**src/rtl/weight_stream_loader_pkg.sv**
```systemverilog
// Shared DRM definitions: loader FSM state encodings and default widths,
// including the write-address width also used by the weight controller.
package weight_stream_loader_pkg;

    localparam int DEF_DATA_WIDTH    = 8;
    localparam int DEF_PACK_NUM      = 4;
    localparam int DEF_WR_ADDR_DEPTH = 10;

    typedef logic [1:0] state_t;

    localparam state_t ST_IDLE = 2'd0;
    localparam state_t ST_LOAD = 2'd1;
    localparam state_t ST_DONE = 2'd2;

endpackage

```
**src/rtl/weight_lane_packer.sv**
```systemverilog
// Collects PACK_NUM stream elements into one memory word, lane 0 in the LSBs,
// and emits a one-cycle word_valid alongside the registered word.
module weight_lane_packer
    import weight_stream_loader_pkg::*;
#(
    parameter int DATA_WIDTH = DEF_DATA_WIDTH,
    parameter int PACK_NUM   = DEF_PACK_NUM
) (
    input  logic                           clk,
    input  logic                           rstn,
    input  logic                           clr,
    input  logic                           accept,
    input  logic [DATA_WIDTH-1:0]          data,
    output logic                           lane_last,
    output logic [DATA_WIDTH*PACK_NUM-1:0] word,
    output logic                           word_valid
);

    localparam int LW = $clog2(PACK_NUM);
    localparam int WW = DATA_WIDTH * PACK_NUM;
    localparam logic [LW-1:0] LAST_LANE = LW'(PACK_NUM - 1);

    logic [LW-1:0] lane_cnt_q, lane_cnt_d;
    logic [WW-1:0] lanes_q, lanes_d;
    logic [WW-1:0] word_q, word_d;
    logic          word_valid_q, word_valid_d;

    assign lane_last  = (lane_cnt_q == LAST_LANE);
    assign word       = word_q;
    assign word_valid = word_valid_q;

    // Stale lanes are never cleared: every lane is rewritten before a word
    // completes, so resetting the lane counter is enough to discard a partial word.
    always_comb begin
        lane_cnt_d   = lane_cnt_q;
        lanes_d      = lanes_q;
        word_d       = word_q;
        word_valid_d = 1'b0;
        if (clr) begin
            lane_cnt_d = '0;
        end else if (accept) begin
            lanes_d[lane_cnt_q*DATA_WIDTH +: DATA_WIDTH] = data;
            if (lane_last) begin
                lane_cnt_d   = '0;
                word_d       = lanes_d;
                word_valid_d = 1'b1;
            end else begin
                lane_cnt_d = lane_cnt_q + LW'(1);
            end
        end
    end

    always_ff @(posedge clk or negedge rstn) begin
        if (!rstn) begin
            lane_cnt_q   <= '0;
            lanes_q      <= '0;
            word_q       <= '0;
            word_valid_q <= 1'b0;
        end else begin
            lane_cnt_q   <= lane_cnt_d;
            lanes_q      <= lanes_d;
            word_q       <= word_d;
            word_valid_q <= word_valid_d;
        end
    end

endmodule

```
**src/rtl/weight_stream_loader.sv**
```systemverilog
// Loads one tile of TILE_WORDS packed weight words from a byte stream into the
// weight BRAM write port, then pulses load_done to the DRM control FSM.
module weight_stream_loader
    import weight_stream_loader_pkg::*;
#(
    parameter int DATA_WIDTH    = DEF_DATA_WIDTH,
    parameter int PACK_NUM      = DEF_PACK_NUM,
    parameter int WR_ADDR_DEPTH = DEF_WR_ADDR_DEPTH,
    parameter int TILE_WORDS    = 576
) (
    input  logic                           clk,
    input  logic                           rstn,
    input  logic                           start,
    input  logic                           abort,
    input  logic [DATA_WIDTH-1:0]          s_data,
    input  logic                           s_valid,
    output logic                           s_ready,
    output logic                           wr_en,
    output logic [WR_ADDR_DEPTH-1:0]       wr_addr,
    output logic [DATA_WIDTH*PACK_NUM-1:0] wr_data,
    output logic                           busy,
    output logic                           load_done,
    output state_t                         dbg_state
);

    localparam logic [WR_ADDR_DEPTH-1:0] LAST_WORD = WR_ADDR_DEPTH'(TILE_WORDS - 1);

    state_t                   state_q, state_d;
    logic [WR_ADDR_DEPTH-1:0] addr_q, addr_d;
    logic [WR_ADDR_DEPTH-1:0] word_cnt_q, word_cnt_d;
    logic                     load_done_q, load_done_d;
    logic                     accept, start_load, pack_clr;
    logic                     lane_last, word_valid;

    // Stream handshake: an element transfers on a rising edge where
    // s_valid & s_ready are both high; s_ready depends on state only, and an
    // abort in the same cycle cancels the transfer.
    assign s_ready    = (state_q == ST_LOAD);
    assign accept     = s_valid & s_ready & ~abort;
    assign start_load = (state_q == ST_IDLE) & start & ~abort;
    assign pack_clr   = abort | start_load;

    weight_lane_packer #(
        .DATA_WIDTH (DATA_WIDTH),
        .PACK_NUM   (PACK_NUM)
    ) u_packer (
        .clk        (clk),
        .rstn       (rstn),
        .clr        (pack_clr),
        .accept     (accept),
        .data       (s_data),
        .lane_last  (lane_last),
        .word       (wr_data),
        .word_valid (word_valid)
    );

    // DONE spans two cycles: the final write, then the load_done pulse, so
    // busy stays high until load_done has been seen.
    always_comb begin
        state_d     = state_q;
        load_done_d = 1'b0;
        if (abort) begin
            state_d = ST_IDLE;
        end else begin
            case (state_q)
                ST_IDLE: if (start) state_d = ST_LOAD;
                ST_LOAD: if (accept && lane_last && (word_cnt_q == LAST_WORD)) state_d = ST_DONE;
                ST_DONE: begin
                    load_done_d = word_valid;
                    if (load_done_q) state_d = ST_IDLE;
                end
                default: state_d = ST_IDLE;
            endcase
        end
    end

    // The address is held on the final word so it never leaves the tile.
    always_comb begin
        addr_d     = addr_q;
        word_cnt_d = word_cnt_q;
        if (abort || start_load) begin
            addr_d     = '0;
            word_cnt_d = '0;
        end else if (word_valid && (word_cnt_q != LAST_WORD)) begin
            addr_d     = addr_q + WR_ADDR_DEPTH'(1);
            word_cnt_d = word_cnt_q + WR_ADDR_DEPTH'(1);
        end
    end

    always_ff @(posedge clk or negedge rstn) begin
        if (!rstn) begin
            state_q     <= ST_IDLE;
            addr_q      <= '0;
            word_cnt_q  <= '0;
            load_done_q <= 1'b0;
        end else begin
            state_q     <= state_d;
            addr_q      <= addr_d;
            word_cnt_q  <= word_cnt_d;
            load_done_q <= load_done_d;
        end
    end

    assign wr_en     = word_valid;
    assign wr_addr   = addr_q;
    assign load_done = load_done_q;
    assign busy      = (state_q != ST_IDLE);
    assign dbg_state = state_q;

endmodule

```
**config.mk**
```make
export PLATFORM = sky130hd
export DESIGN_NAME = weight_stream_loader
export DESIGN_NICKNAME = d
export VERILOG_FILES = /design/src/rtl/weight_stream_loader_pkg.sv /design/src/rtl/weight_lane_packer.sv /design/src/rtl/weight_stream_loader.sv
export SDC_FILE = /design/constraint.sdc
export NUM_CORES = 1
export LEC_CHECK = 0
export ABC_AREA = 1
export CAP_MARGIN = 20
export CORE_MARGIN = 8
export CORE_UTILIZATION = 49
export DETAILED_ROUTE_END_ITERATION = 6
export PLACE_DENSITY = 0.83
export SYNTH_ARGS = -nofsm -noshare
export SYNTH_HDL_FRONTEND = slang
export SYNTH_SLANG_ARGS = --single-unit
```
**constraint.sdc**
```tcl
create_clock -name clk -period 1.72 [get_ports clk]
set_input_delay 0.258 -clock clk [delete_from_list [all_inputs] [get_ports clk]]
set_output_delay 0.258 -clock clk [all_outputs]
set_load 0.005 [all_outputs]
```
==> results <==
-- layout by cell type (no fill, tap or decap), types with 3 or more instances in the layout --
master           Yosys  routed
inv_2                3       4
ha_1                 8       7
buf_4                0      31
clkdlybuf4s50_1      0      57
nor2_4               1       4
clkbuf_8             0       9
nor2_1              27      24
o21ai_0             37      37
xor2_1               3       3
nand2_2             12      12
nand4_1             16      16
inv_1               68      66
o22ai_1             33      33
nand3_1             20      20
dfrtp_2              0       3
nand2_1            183     183
dfrtp_1             90      87
o21ai_1              7       6
-- flip-flops by register name (all words and copies together), names as in the netlist --
signal	cells
wr_addr	10
word_cnt_q	10
dbg_state	2
u_packer.lane_cnt_q	2
u_packer.word_valid	1
u_packer.word	32
load_done	1
u_packer.lanes_q	32
-- cells in the mapped netlist, drive strengths merged (3+ instances only) --
cell	number
buf	15
clkbuf	5
dfrtp	90
ha	8
inv	72
nand2	196
nand3	21
nand4	16
nor2	28
o21ai	45
o22ai	33
xor2	3
-- cell families (layout without fill, tap and decap cells) --
kind of cell / after synthesis / in the layout / synth area share
AO/OA/AOI/OAI: 83 / 83 / 0.111
XOR/XNOR: 4 / 4 / 0.00801
adder cells (fa/ha/maj): 8 / 8 / 0.0229
buffers and inverters: 92 / 181 / 0.0878
flip-flops: 90 / 90 / 0.515
AND/OR/NAND/NOR: 263 / 263 / 0.256
-- layout make-up --
type / instances / area [sq um] / area share
clock buffer: 9 / 124 / 0.0224
clock inverter: 7 / 101 / 0.0183
inverter: 72 / 278 / 0.0502
multi-input combinational: 358 / 1770 / 0.319
sequential: 90 / 2260 / 0.407
tap: 108 / 135 / 0.0244
timing repair buffer: 93 / 875 / 0.158
-- final timing paths --
kind	from	end	slack (ns)	depth (start not counted)
worst max-delay path	dbg_state[0]	dbg_state[0]	0.04	2
max in group asynchronous	rstn	u_packer.word[10]	0.79	3
worst min register to register	u_packer.word[14]	u_packer.word[14]	0.49	2
min in group clk	u_packer.word[14]	u_packer.word[14]	0.49	2
worst min-delay path	rstn	load_done	0.36	2
worst max register to register	u_packer.lane_cnt_q[0]	u_packer.lanes_q[13]	0.10	6
-- routing by layer --
| layer | share of wire | vias to the layer above | wire length [um] |
|---|---|---|---|
| met3 | 0.063 | 34 | 704 |
| met4 | 0.027 | 0 | 297 |
| met1 | 0.40 | 1864 | 4490 |
| met2 | 0.51 | 142 | 5620 |
| met5 | 0 | - | 0 |
| li1 | - | 1882 | - |
-- stage by stage --
step | util | TNS (ns) | worst slack, ns | instances | hold WS (ns)
2_1_floorplan | - | 0 | 0.0472 | 540 | -0.0376
3_3_place_gp | 0.605 | -0.191 | -0.0245 | 717 | 0.224
3_5_place_dp | 0.605 | -0.981 | -0.103 | 717 | 0.237
4_1_cts | 0.634 | 0 | 0.00507 | 735 | 0.376
5_1_grt | 0.638 | 0 | 0.00262 | 737 | 0.387
6_report | 0.638 | 0 | 0.0423 | 737 | 0.361
-- repair_timing --
action,in CTS,in global routing
resized for setup,6,9
hold endpoints to repair,29,0
endpoints found under the setup margin,14,22
pin swaps,1,1
hold buffers,1,0
buffers inserted,1,2
-- power by group through the flow --
| stage | registers (W) | logic, W | clock network (W) |
|---|---|---|---|
| 3_3_place_gp | 0.00258 | 0.00101 | 0 |
| 2_1_floorplan | 0.00258 | 0.000697 | 0 |
| 5_1_grt | 0.00260 | 0.00125 | 0.00173 |
| 3_5_place_dp | 0.00260 | 0.00107 | 0 |
| 6_report | 0.00257 | 0.00112 | 0.00164 |
| 4_1_cts | 0.00256 | 0.00110 | 0.00165 |
==> out/results.tsv <==
stage	metric	value	unit
detailed_routing	vias per cell	5.32	
synthesis	Mapped Cells	540	
setup_path	CP Data Required Time	1.46	ns
synthesis	sequential-to-total area share from yosys stat	0.515	
power_and_ir_drop	switch share	0.300	
clock_network	CTS buffer count	9	
timing	RSZ-0062 raised after global routing	false	
timing	slew margin rel.	0.708	
timing	Tmin final	1.68	ns
clock_network	Clock Latency Late Sink	0.38	ns
global_route	met1 Use GR	0.204	
die	initial core utilization	0.504	
synthesis	register bit total from synthesis	90	
clock_network	clk sinks	90	
setup_path	Critical Path Max Stage Delay	0.50	ns
power_and_ir_drop	sw power	0.00159	W
final_layout	layout cell share with drive strength beyond 1	0.129	
placed_design	IO Port Bufs	60	
clock_network	htree depth	3	
synthesis	most common flop cell mapped by yosys	dfrtp_1	
setup_path	slowest stage cell, crit path	clkdlybuf4s50_1	
global_route	GR peak layer	met2	
global_route	total grt overflow	0	
die	IO Count	61	
final_layout	P&R area growth vs syn	26.5	%
die	full die area	0.0122	sq mm
synthesis	Synth top area share	0.515	
detailed_routing	final wirelength	11100	um
global_route	grt met3 use	0.0503	
power_and_ir_drop	clock group share of total power	0.308	
die	Die Y	111	um
status	outcome	finished clean	
synthesis	top cells by area, synth	dfrtp_1 51%, nand2_1 16%, inv_1 5.8%	
synthesis	post-synthesis cell area	0.00438	sq mm
setup_path	CP Max Fanout	3	
power_and_ir_drop	logic gate share of total power	0.210	
setup_path	WP buf/inv	2	
global_route	first-pass GRT wire length	18800	um
final_layout	final instance area	0.00554	sq mm
setup_path	Crit path max-delay family	buffers and inverters	
timing	ratio of final minimum period to clock period	0.975	
power_and_ir_drop	worst vdd ir	0.618	mV
power_and_ir_drop	PnR Total Power	0.00532	W
detailed_routing	DR iter-0 viols	233	
setup_path	Setup CP Type	flip-flop to output port	
placed_design	placed inst area	0.00525	sq mm
worst_hold_path	Hold Crit Class	input port to asynchronous set/reset pin	
detailed_routing	drt wl/cell	15.1	um
flow_run	Max-cap violations	0	
power_and_ir_drop	PwrDens	961	mW/mm^2
die	# rows	34	
power_and_ir_drop	Seq pwr share	0.482	
global_route	initial antenna violation count	0	
detailed_routing	post-route DRC violation count	0	
clock_network	clock-pin slew on the worst setup and hold paths	0.10	ns
power_and_ir_drop	Power Internal	0.00372	W
setup_path	CP Launch Type	flip-flop	
placed_design	routability cong.	0.909	
synthesis	Async SR Flop Fraction	1.00	
global_route	vias in the first global route	4113	
timing	Fin Clk Skew	0.0107	ns
synthesis	EDFF count, synth	0	
timing	max-slew violations	0	
clock_network	clk root buf	clkbuf_8	
global_route	met2 Resource Use GR	0.306	
final_layout	Final Net Count	645	
setup_path	CP arrival	1.42	ns
timing	final setup vio count	0	
detailed_routing	drt first pass iters	5	
global_route	pin count of the biggest net entering global routing	34	
synthesis	Ys Warns	0	
final_layout	number of diodes	0	
timing	Worst Max-Slew Pin Slew	0.438	ns
synthesis	Yosys cell types	30	
die	Die X	111	um
detailed_routing	total vias in the final route	3922	
synthesis	Avg Inst Size Synth	8.10	sq um
timing	Max Fclk	596	MHz
final_layout	FILL cells	742	
timing	Hold Fails Final Rpt	0	
clock_network	CTS tree	built	
detailed_routing	ANT nets after route	0	
clock_network	CTS Buffer Depth	2	
placed_design	hpwl dp	8050	um
setup_path	crit path capture type	output port	
global_route	GRT Overall Usage	0.182	
synthesis	post-synth net total	561	
setup_path	CP cell instances	buf_4 -> clkdlybuf4s50_1	
die	core area	0.00868	sq mm
synthesis	leading area contributor after synthesis	dfrtp_1	
power_and_ir_drop	LEAKAGE	2.72	nW
No activity file was read; power rests on OpenSTA's default activity.
